<file path="config.mk">
export PLATFORM = sky130hd
export DESIGN_NAME = iq_demod_multi
export DESIGN_NICKNAME = d
export VERILOG_FILES = /design/src/rtl/iq_demod_pkg.sv /design/src/rtl/iq_demod_multi_mult.sv /design/src/rtl/iq_demod_multi.sv
export SDC_FILE = /design/constraint.sdc
export NUM_CORES = 1
export LEC_CHECK = 0
export ABC_AREA = 1
export CAP_MARGIN = 20
export CORE_UTILIZATION = 24
export DETAILED_ROUTE_END_ITERATION = 12
export GPL_TIMING_DRIVEN = 0
export HOLD_SLACK_MARGIN = 0.03
export SYNTH_ARGS = -nofsm -noshare
export SYNTH_HDL_FRONTEND = slang
export SYNTH_SLANG_ARGS = --single-unit
export TNS_END_PERCENT = 20
</file>
<file path="constraint.sdc">
create_clock -name clk -period 14.74 [get_ports clk]
set_clock_uncertainty 0.2 [all_clocks]
set_input_delay 2.948 -clock clk [delete_from_list [all_inputs] [get_ports clk]]
set_output_delay 2.948 -clock clk [all_outputs]
set_load 0.1 [all_outputs]
</file>
<file path="src/rtl/iq_demod_pkg.sv">
// Shared constants and helpers for the IQ demodulator.
// Build option: IQ_DEMOD_DEEMPH_EN adds an FM de-emphasis stage (one extra cycle).
package iq_demod_pkg;

    localparam logic MODE_FM = 1'b0;
    localparam logic MODE_AM = 1'b1;

`ifdef IQ_DEMOD_DEEMPH_EN
    localparam int DEMOD_LAT = 4;
`else
    localparam int DEMOD_LAT = 3;
`endif

    // Wide enough for any pre-saturation value in the datapath.
    localparam int SAT_W = 40;

    // Clamp a signed value to the range of a signed 'width'-bit word.
    function automatic logic signed [SAT_W-1:0] sat_trunc(
        input logic signed [SAT_W-1:0] value,
        input int                      width
    );
        logic signed [SAT_W-1:0] hi;
        logic signed [SAT_W-1:0] lo;
        hi = (SAT_W'(1) <<< (width - 1)) - SAT_W'(1);
        lo = -hi - SAT_W'(1);
        if (value > hi)
            return hi;
        else if (value < lo)
            return lo;
        return value;
    endfunction

endpackage

</file>
<file path="src/rtl/iq_demod_multi_mult.sv">
// Registered signed multiplier used for the FM cross products.
module iq_cross_mult
    import iq_demod_pkg::*;
#(
    parameter int DATA_W = 12
) (
    input  logic                       clk,
    input  logic                       rst_n,
    input  logic signed [DATA_W-1:0]   a,
    input  logic signed [DATA_W-1:0]   b,
    output logic signed [2*DATA_W-1:0] prod
);

    // One-cycle registered product; operands are sign-extended first.
    always_ff @(posedge clk or negedge rst_n) begin
        if (!rst_n)
            prod <= '0;
        else
            prod <= (2*DATA_W)'(a) * (2*DATA_W)'(b);
    end

endmodule

</file>
<file path="src/rtl/iq_demod_multi.sv">
// IQ demodulator, FM cross-product discriminator or AM envelope with DC removal.
// Fixed latency DEMOD_LAT, saturating output, mode switch flushes history/DC.
// Build option: IQ_DEMOD_DEEMPH_EN inserts an FM de-emphasis IIR (AM delayed to match).
module iq_demod_multi
    import iq_demod_pkg::*;
#(
    parameter int DATA_W   = 12,
    parameter int OUT_W    = 12,
    parameter int FM_SHIFT = 10,
    parameter int DC_SHIFT = 5
) (
    input  logic                     clk,
    input  logic                     rst_n,
    input  logic                     in_valid,
    input  logic signed [DATA_W-1:0] i_in,
    input  logic signed [DATA_W-1:0] q_in,
    input  logic                     mode,
    output logic                     out_valid,
    output logic signed [OUT_W-1:0]  demod_out,
    output logic                     sat
);

    localparam int P_W   = 2*DATA_W + 1;
    localparam int ACC_W = DATA_W + 3;
    localparam int M_W   = DATA_W + 2;

    logic signed [DATA_W-1:0]   i_prev, q_prev;
    logic                       mode_q;
    logic signed [ACC_W-1:0]    dc;
    logic                       mode_switch;
    logic signed [DATA_W:0]     i_ext, q_ext;
    logic        [DATA_W:0]     i_abs, q_abs, abs_max, abs_min;
    logic        [M_W-1:0]      mag;
    logic signed [ACC_W:0]      am_err;
    logic signed [ACC_W-1:0]    dc_sum;

    logic signed [2*DATA_W-1:0] prod_qi, prod_iq;

    logic                       v1, am1, flush1;
    logic signed [ACC_W:0]      am_diff1;

    logic signed [P_W-1:0]      fm_p, fm_r;
    logic                       v2, am2, flush2;
    logic signed [SAT_W-1:0]    val2;
    logic signed [SAT_W-1:0]    sat_val;

    logic                       v3, sat3;
    logic signed [OUT_W-1:0]    demod3;

    // Input-side envelope, DC error and mode-switch detection.
    always_comb begin
        mode_switch = in_valid && (mode != mode_q);
        i_ext   = (DATA_W+1)'(i_in);
        q_ext   = (DATA_W+1)'(q_in);
        i_abs   = i_ext[DATA_W] ? unsigned'(-i_ext) : unsigned'(i_ext);
        q_abs   = q_ext[DATA_W] ? unsigned'(-q_ext) : unsigned'(q_ext);
        abs_max = (i_abs >= q_abs) ? i_abs : q_abs;
        abs_min = (i_abs >= q_abs) ? q_abs : i_abs;
        mag     = {1'b0, abs_max} + M_W'(abs_min >> 2);
        am_err  = signed'({2'b00, mag}) - (ACC_W+1)'(dc);
        dc_sum  = dc + ACC_W'(am_err >>> DC_SHIFT);
    end

    // Sample history, stored mode and DC tracker advance only on valid samples.
    always_ff @(posedge clk or negedge rst_n) begin
        if (!rst_n) begin
            i_prev <= '0;
            q_prev <= '0;
            mode_q <= MODE_FM;
            dc     <= '0;
        end else if (in_valid) begin
            i_prev <= i_in;
            q_prev <= q_in;
            mode_q <= mode;
            if (mode_switch)
                dc <= '0;
            else if (mode == MODE_AM)
                dc <= dc_sum;
        end
    end

    iq_cross_mult #(.DATA_W(DATA_W)) u_mult_qi (
        .clk   (clk),
        .rst_n (rst_n),
        .a     (q_in),
        .b     (i_prev),
        .prod  (prod_qi)
    );

    iq_cross_mult #(.DATA_W(DATA_W)) u_mult_iq (
        .clk   (clk),
        .rst_n (rst_n),
        .a     (i_in),
        .b     (q_prev),
        .prod  (prod_iq)
    );

    // Stage 1: qualifiers and AM difference against the pre-update DC.
    always_ff @(posedge clk or negedge rst_n) begin
        if (!rst_n) begin
            v1       <= 1'b0;
            am1      <= MODE_FM;
            flush1   <= 1'b0;
            am_diff1 <= '0;
        end else begin
            v1       <= in_valid;
            am1      <= mode;
            flush1   <= mode_switch;
            am_diff1 <= am_err;
        end
    end

    // Cross-product difference at full width, then scaled.
    always_comb begin
        fm_p = P_W'(prod_qi) - P_W'(prod_iq);
        fm_r = fm_p >>> FM_SHIFT;
    end

    // Stage 2: select the pre-saturation value for the sample's own mode.
    always_ff @(posedge clk or negedge rst_n) begin
        if (!rst_n) begin
            v2     <= 1'b0;
            am2    <= MODE_FM;
            flush2 <= 1'b0;
            val2   <= '0;
        end else begin
            v2     <= v1;
            am2    <= am1;
            flush2 <= flush1;
            val2   <= am1 ? SAT_W'(am_diff1) : SAT_W'(fm_r);
        end
    end

    // Saturation of the stage-2 value.
    always_comb begin
        sat_val = sat_trunc(val2, OUT_W);
    end

    // Stage 3: clamp, flag clipping, force mode-switch samples to zero.
    always_ff @(posedge clk or negedge rst_n) begin
        if (!rst_n) begin
            v3     <= 1'b0;
            demod3 <= '0;
            sat3   <= 1'b0;
        end else begin
            v3 <= v2;
            if (v2) begin
                demod3 <= flush2 ? '0 : sat_val[OUT_W-1:0];
                sat3   <= !flush2 && (sat_val != val2);
            end else begin
                sat3   <= 1'b0;
            end
        end
    end

`ifdef IQ_DEMOD_DEEMPH_EN
    localparam int Y_W = OUT_W + 3;

    // y carries 3 fractional bits so the filter settles exactly on a constant input.
    logic                    am3, flush3;
    logic                    v4, sat4;
    logic signed [OUT_W-1:0] demod4;
    logic signed [Y_W-1:0]   y, y_next;

    // Mode and flush tags follow the sample into the filter stage.
    always_ff @(posedge clk or negedge rst_n) begin
        if (!rst_n) begin
            am3    <= MODE_FM;
            flush3 <= 1'b0;
        end else begin
            am3    <= am2;
            flush3 <= flush2;
        end
    end

    // Scaled form of y += (x - y) >>> 3.
    always_comb begin
        y_next = y + Y_W'(demod3) - (y >>> 3);
    end

    // Stage 4: de-emphasis on FM, plain delay on AM.
    always_ff @(posedge clk or negedge rst_n) begin
        if (!rst_n) begin
            v4     <= 1'b0;
            sat4   <= 1'b0;
            demod4 <= '0;
            y      <= '0;
        end else begin
            v4   <= v3;
            sat4 <= v3 && sat3;
            if (v3) begin
                if (flush3) begin
                    y      <= '0;
                    demod4 <= '0;
                end else if (am3) begin
                    demod4 <= demod3;
                end else begin
                    y      <= y_next;
                    demod4 <= OUT_W'(y_next >>> 3);
                end
            end
        end
    end

    assign out_valid = v4;
    assign demod_out = demod4;
    assign sat       = sat4;
`else
    assign out_valid = v3;
    assign demod_out = demod3;
    assign sat       = sat3;
`endif

endmodule

</file>
# Word level (Yosys, flattened, before mapping)
# Cells that the tools add are included.
# op_classes
reduce_logical	5
mux	14
n_eq_ne	2
n_mul	2
order_cmp	3
add_sub_neg	6
# op_table
operator	n
40-bit 2-to-1 mux	4
13-bit 2-to-1 mux	4
12-bit by 12-bit multiplier with 24-bit output	2
40-bit by 12-bit greater-than comparator with 1-bit output (second input constant)	1
40-bit by 12-bit < comparator with 1-bit output (second input constant)	1
40-bit != test	1
15-bit 2-to-1 mux	2
12-bit negation with 13-bit output	2
24-bit by 24-bit subtractor with 25-bit output	1
15-bit by 15-bit subtractor with 16-bit output	1
15-bit by 11-bit adder with 15-bit output	1
13-bit by 11-bit adder with 14-bit output	1
13-bit >= comparator	1
12-bit 2-to-1 mux	1
1-bit 2-to-1 mux	3
1-bit logical AND	2
2-bit AND reduction	1
2-bit nonzero test	1
1-bit logical NOT	1
1-bit != test	1
# totals
wordCells	48
input_bits	28
ff_bits	163
out_inout_bits	14

# Depth between registers and ports, before layout
# depth
word_depth	9
ltp_mapped	47
ltp_nobuf	46

# By module
# Synthesis repeated with hierarchy kept, for this count alone.
# unflattened
cells_unflattened	2785
hier_area_um2	20742.4
# by_module_without_submodules
module	n_inst	cells_each	area_each_um2	seq_area_each_um2
iq_demod_multi	1	1156	7818.7	2277.2
iq_cross_mult at u_mult_iq	1	815	6463.7	600.6
iq_cross_mult at u_mult_qi	1	814	6459.9	600.6

# Worst setup path before layout
# No wires, ideal clock.
# synth_timing
path_type	in2reg
startpoint	in q_in[1]
endpoint	reg dc[9]
stages	41
required_time_ps	14411
slack_ps	6277
arrival_time_ps	8134
setup_ps	129
path_buffers	1
cell_sequence	inv_2 -> ha_1 -> nand3_1 -> nor2_2 -> nand4_1 -> nand2_1 -> xor2_1 -> inv_1 -> ha_1 -> a21oi_1 -> o21ai_1 -> a21oi_4 -> nand3_4 -> inv_6 -> buf_12 -> o21ai_2 -> ha_1 -> fa_1 -> (+5 left out) -> inv_1 -> ha_1 -> nand2_1 -> nor2_1 -> o21ai_0 -> nand3_1 -> nand2_1 -> nand2_1 -> xor2_1 -> inv_1 -> ha_1 -> nand2_1 -> nor2_1 -> nand3_1 -> nand3_1 -> or2_2 -> nand3_1 -> o21ai_1
# synth_via
elab_chain_len	9
elab_cells_between_ends	10
cone_classes	4 x add/sub; 1 x order compare; 5 x mux
# synth_rtl
item	line	source
from (decl)	iq_demod_multi.sv:16	input logic signed [DATA_W-1:0] q_in,
12-bit negation with 13-bit output	iq_demod_multi.sv:56	q_abs = q_ext[DATA_W] ? unsigned'(-q_ext) : unsigned'(q_ext);
13-bit 2-to-1 mux (*)	iq_demod_multi.sv:56	
13-bit >= comparator	iq_demod_multi.sv:57, iq_demod_multi.sv:58	
13-bit 2-to-1 mux, on equally long branches	iq_demod_multi.sv:57, iq_demod_multi.sv:58	
13-bit by 11-bit adder with 14-bit output (*)	iq_demod_multi.sv:59	mag = {1'b0, abs_max} + M_W'(abs_min >> 2);
15-bit by 15-bit subtractor with 16-bit output (*)	iq_demod_multi.sv:60	am_err = signed'({2'b00, mag}) - (ACC_W+1)'(dc);
net am_err[12]	iq_demod_multi.sv:34	logic signed [ACC_W:0] am_err;
15-bit by 11-bit adder with 15-bit output (*)	iq_demod_multi.sv:61	dc_sum = dc + ACC_W'(am_err >>> DC_SHIFT);
15-bit 2-to-1 mux (*)	iq_demod_multi.sv:77	else if (mode == MODE_AM)
15-bit 2-to-1 mux (*)	iq_demod_multi.sv:75	if (mode_switch)
to (signal assigned)	iq_demod_multi.sv:78	dc <= dc_sum;
to (decl)	iq_demod_multi.sv:29	logic signed [ACC_W-1:0] dc;
# The timed path passes the listed nets; every way through them passes the cells marked *. The select of a mux whose other input is x is not followed.
# A chain may end at the register's enable or synchronous reset.

# Worst setup path after layout
# layout_timing
startpoint	in i_in[0]
endpoint	reg dc[13]
# layout_via
elab_chain_len	9
elab_cells_between_ends	10
cone_classes	4 x add/sub; 1 x order compare; 5 x mux
# layout_rtl
item	line	source
from (decl)	iq_demod_multi.sv:15	input logic signed [DATA_W-1:0] i_in,
12-bit negation with 13-bit output	iq_demod_multi.sv:55	i_abs = i_ext[DATA_W] ? unsigned'(-i_ext) : unsigned'(i_ext);
13-bit 2-to-1 mux (*)	iq_demod_multi.sv:55	
13-bit >= comparator	iq_demod_multi.sv:57, iq_demod_multi.sv:58	
13-bit 2-to-1 mux, on equally long branches	iq_demod_multi.sv:57, iq_demod_multi.sv:58	
13-bit by 11-bit adder with 14-bit output (*)	iq_demod_multi.sv:59	
15-bit by 15-bit subtractor with 16-bit output (*)	iq_demod_multi.sv:60	
net am_err[15]	iq_demod_multi.sv:34	
15-bit by 11-bit adder with 15-bit output (*)	iq_demod_multi.sv:61	
15-bit 2-to-1 mux (*)	iq_demod_multi.sv:77	
15-bit 2-to-1 mux (*)	iq_demod_multi.sv:75	
# Marked as above.

==> results summary <==
The count of antenna diodes in the layout came out at 0. Measured in cells, the most critical reg-to-reg path has a length of 19. In this run the number of H-tree levels came out at 4. The total CTS buffers came out at 17. The final standard cell area without fillers came out at around 23000 µm². The number of input and output port buffers inserted is 41.

The synthesized cell area is 20200 µm². The post-route minimum period came out at 9.88 ns. The ratio of final minimum period to clock period came out at 67.0%. The cell at the root of the clock tree is sky130_fd_sc_hd__clkbuf_16. The average instance area after synthesis came out at 7.69 µm². The synthesized-area fraction occupied by ao, oa, aoi and oai cells is approximately 7.7%. The area of the core region came out at 83600 µm². The cell family contributing the most delay on the critical path is adder cells. The most numerous cell type found on the critical path is sky130_fd_sc_hd__nand2_1. Once placement finished, the instance area stood at between 20000 and 25000 µm². The hold violation total from the final report is 0. The worst setup path is of the in2reg kind.

The length of the first detailed-routing pass in iterations came out at 6. After synthesis, the share of flip-flops with an asynchronous set or reset is 100%. The final core utilization is around 27%. The net count of the finished layout is 3179. On the worst path, the slowest cell contributes a delay of 0.61 ns. The I/O pin count came out at 42. For the worst setup path, the data required time is 14.88 ns. The number of warning messages in the yosys log came out at 0. The ratio of routed vias to standard cells is 4.37.

The arithmetic-cell share of the synthesized area counting full adders, half adders and majority gates is 38.7%. The number of antenna violations at the first check in global routing is 5. The floorplan step defined a die boundary enclosing 85500 µm². The synthesis-to-finish area growth came out at 11.7%. Among all stages on the critical path, the largest delay is contributed by sky130_fd_sc_hd__clkdlybuf4s50_1.

The number of buffers inserted for hold repair after clock tree synthesis came out at 0. The arrival time at the worst endpoint is 10.02 ns. The detailed router placed 16500 vias in this run. The maximum operating frequency is slightly above 0.1 GHz. TritonCTS built the clock tree.

The final setup TNS came out at 0 ns. The share of synthesized area occupied by flip-flops and latches came out at 17.2%. The die height is 292 µm. In the final layout, the share of cells above drive strength 1 is approximately 3.6%. The total number of placement rows is 106.

The remaining antenna violation count came out at 0. The post-synthesis simple-gate area fraction came out at between 20 and 25%. The worst-path maximum fanout came out at 10. Entering global routing, the biggest net connects 95 pins. After global routing the overflow that remains totals 0.

For this configuration, the core starts out at a cell density of 24.2%. The global placement routability congestion is 0.960. The xor/xnor share of the synthesized area is 3.50%. The buffering stage count on the worst path with inverters included is 6. The number of stages on the worst hold path came out at 0. The count of clock tree sinks came out at 139.

For the pin with the worst max-slew slack, the measured transition is 1.02 ns. The post-route DRC violation count came out at 0. Synthesis instantiated 53 different standard cells from the library. The global-route usage over all layers came out at about 14%. The combinational family with the most area after synthesis is adder cells. The worst-case headroom to the max-slew limit came out at 31.8%.

The maximum count of clock buffers along a single path is 2. Setup repair after global routing left no endpoint under its margin. The die width came out at just under 300 µm. After synthesis, the share of cell area in mux cells is 0%.

The first global-routing pass estimated 91500 µm of wire. The flow ran to the end, and the final reports show no timing, DRC or antenna violations. The clock-pin slew on the worst setup and hold paths is 0.07 ns. Once detailed placement completed, the half-perimeter wirelength came to between 40000 and 50000 µm. In this run the post-CTS setup repair buffer count came out at 0.

The initial DRC count is 1184. The synthesized netlist cell count is 2630. The number of maximum-capacitance constraint violations came out at 0.

The worst setup path is captured at a register. The number of global-route vias before repair is 17200. In this run, synthesis produced a sequential element count of 139. The kind of launch point of the worst setup path is a primary input.

The number of pins with negative max-slew slack in the final report came out at 0. The worst min-delay path category is reg2reg. The clock latency at the later pin of the worst-skew pair came out at 0.44 ns. The most used flip-flop cell after synthesis is sky130_fd_sc_hd__dfrtp_1. The critical path depth in cells came out at 40. The final layout contains routed wiring with a total length of 55700 µm. The post-CTS resize count is 0. The count of non-filler cells in the finished layout is 3786. The detail-routed net length per standard cell is around 15 µm. In this run, placement finished with an instance count of 3754. The number of synthesized flops with an enable pin came out at 0.

The setup-violating endpoint count in the final report came out at 0.
cell families (layout without fill, tap and decap cells):
| group | after synthesis | in the layout |
|---|---|---|
| simple gates | 995 | 995 |
| buf+inv | 678 | 752 |
| fa+ha+maj | 458 | 458 |
| compound gates | 278 | 278 |
| flops | 139 | 139 |
| xor+xnor | 80 | 80 |
| other cells | 2 | 4 |
cell type report:
| type | instances | area, µm² |
|---|---|---|
| clock inverters | 14 | 133 |
| multi-input cells | 1815 | 14200 |
| repair buffers | 42 | 439 |
| flip-flops and latches | 139 | 3480 |
| inverters | 612 | 2300 |
| well taps | 1080 | 1350 |
| clock buffers | 18 | 439 |
| fillers | 9090 | 61000 |
| plain buffers | 66 | 284 |
sequential cells by signal (all words and copies together), names as in the netlist:
| register | cells |
|---|---|
| mode_q | 1 |
| flush1 | 1 |
| flush2 | 1 |
| val2 | 16 |
| out_valid | 1 |
| v1 | 1 |
| am1 | 1 |
| dc | 15 |
| am_diff1 | 16 |
| i_prev | 12 |
| u_mult_qi.prod | 24 |
| demod_out | 12 |
| q_prev | 12 |
| sat | 1 |
| u_mult_iq.prod | 24 |
| v2 | 1 |
synth_stat cells (3+ instances only):
master | n | area share, %
sky130_fd_sc_hd__o21bai_1 | 5 | 0.19
sky130_fd_sc_hd__inv_2 | 14 | 0.26
sky130_fd_sc_hd__a21o_1 | 8 | 0.30
sky130_fd_sc_hd__o21ai_2 | 11 | 0.48
sky130_fd_sc_hd__nand4_1 | 26 | 0.80
sky130_fd_sc_hd__clkbuf_1 | 58 | 1.1
sky130_fd_sc_hd__o21a_1 | 4 | 0.15
sky130_fd_sc_hd__nor2_1 | 123 | 2.3
sky130_fd_sc_hd__nor3_2 | 5 | 0.25
sky130_fd_sc_hd__nor3_1 | 12 | 0.30
sky130_fd_sc_hd__a21oi_1 | 127 | 3.1
sky130_fd_sc_hd__nand3b_1 | 6 | 0.22
sky130_fd_sc_hd__nand3_2 | 4 | 0.20
sky130_fd_sc_hd__nand3_1 | 88 | 2.2
sky130_fd_sc_hd__buf_2 | 4 | 0.099
sky130_fd_sc_hd__xnor2_1 | 23 | 1.0
sky130_fd_sc_hd__nand2_1 | 715 | 13
sky130_fd_sc_hd__inv_1 | 597 | 11
sky130_fd_sc_hd__o22ai_1 | 4 | 0.12
sky130_fd_sc_hd__fa_1 | 279 | 28
sky130_fd_sc_hd__a31oi_1 | 6 | 0.19
sky130_fd_sc_hd__o21ai_0 | 69 | 1.7
sky130_fd_sc_hd__dfrtp_1 | 139 | 17
sky130_fd_sc_hd__nor2_2 | 6 | 0.19
sky130_fd_sc_hd__ha_1 | 179 | 11
sky130_fd_sc_hd__or2_2 | 3 | 0.093
sky130_fd_sc_hd__xor2_1 | 56 | 2.4
sky130_fd_sc_hd__o21ai_1 | 28 | 0.69
through the flow:
stage          hold WS (ns)  worst slack [ns]
6_report              0.151              4.86
5_1_grt               0.161              4.35
4_1_cts               0.152              4.93
3_5_place_dp          0.136              4.51
3_3_place_gp          0.135              4.56
2_1_floorplan         0.131              6.28
per-layer routing:
| layer | track usage, % | vias to the layer above | share of wire, % |
|---|---|---|---|
| met4 | 4.93 | 4 | 3.6 |
| met3 | 2.04 | 108 | 5.4 |
| met1 | 17.9 | 7937 | 45 |
| met5 | 0 | - | 0.059 |
| li1 | - | 8060 | - |
| met2 | 22.4 | 424 | 45 |
worst paths after layout:
path	end	slack, ns	startpoint
worst max register to register	u_mult_iq.prod[23]$_DFF_PN0_	8.87	q_prev[5]$_DFFE_PN0P_
worst min register to register	v2$_DFF_PN0_	0.15	v1$_DFF_PN0_
worst min-delay path	v2$_DFF_PN0_	0.15	v1$_DFF_PN0_
max in group asynchronous	i_prev[1]$_DFFE_PN0P_	11.29	rst_n
worst max-delay path	dc[13]$_DFFE_PN0P_	4.86	i_in[0]
min in group asynchronous	sat$_DFF_PN0_	2.23	rst_n
layout by cell type, fill, tap and decap left out, drive strengths merged, types with 2 or more instances in the layout:
cell             n
a31oi            6
o21a             4
o31ai            3
xnor2           23
nor2           130
o21bai           5
buf             10
nor3            17
clkdlybuf4s50   40
ha             179
nand3b           6
inv            618
a21o             8
a21boi           4
dfrtp          139
and2             2
conb             4
nand3           93
a41oi            2
nand2          716
clkinv           7
o21ai          108
o22ai            4
or2              4
a21oi          129
clkbuf          76
fa             279
nand4           26
xor2            57
Power is not shown: default switching activity piles up to over one toggle a cycle in this logic, so the estimate is an artifact.
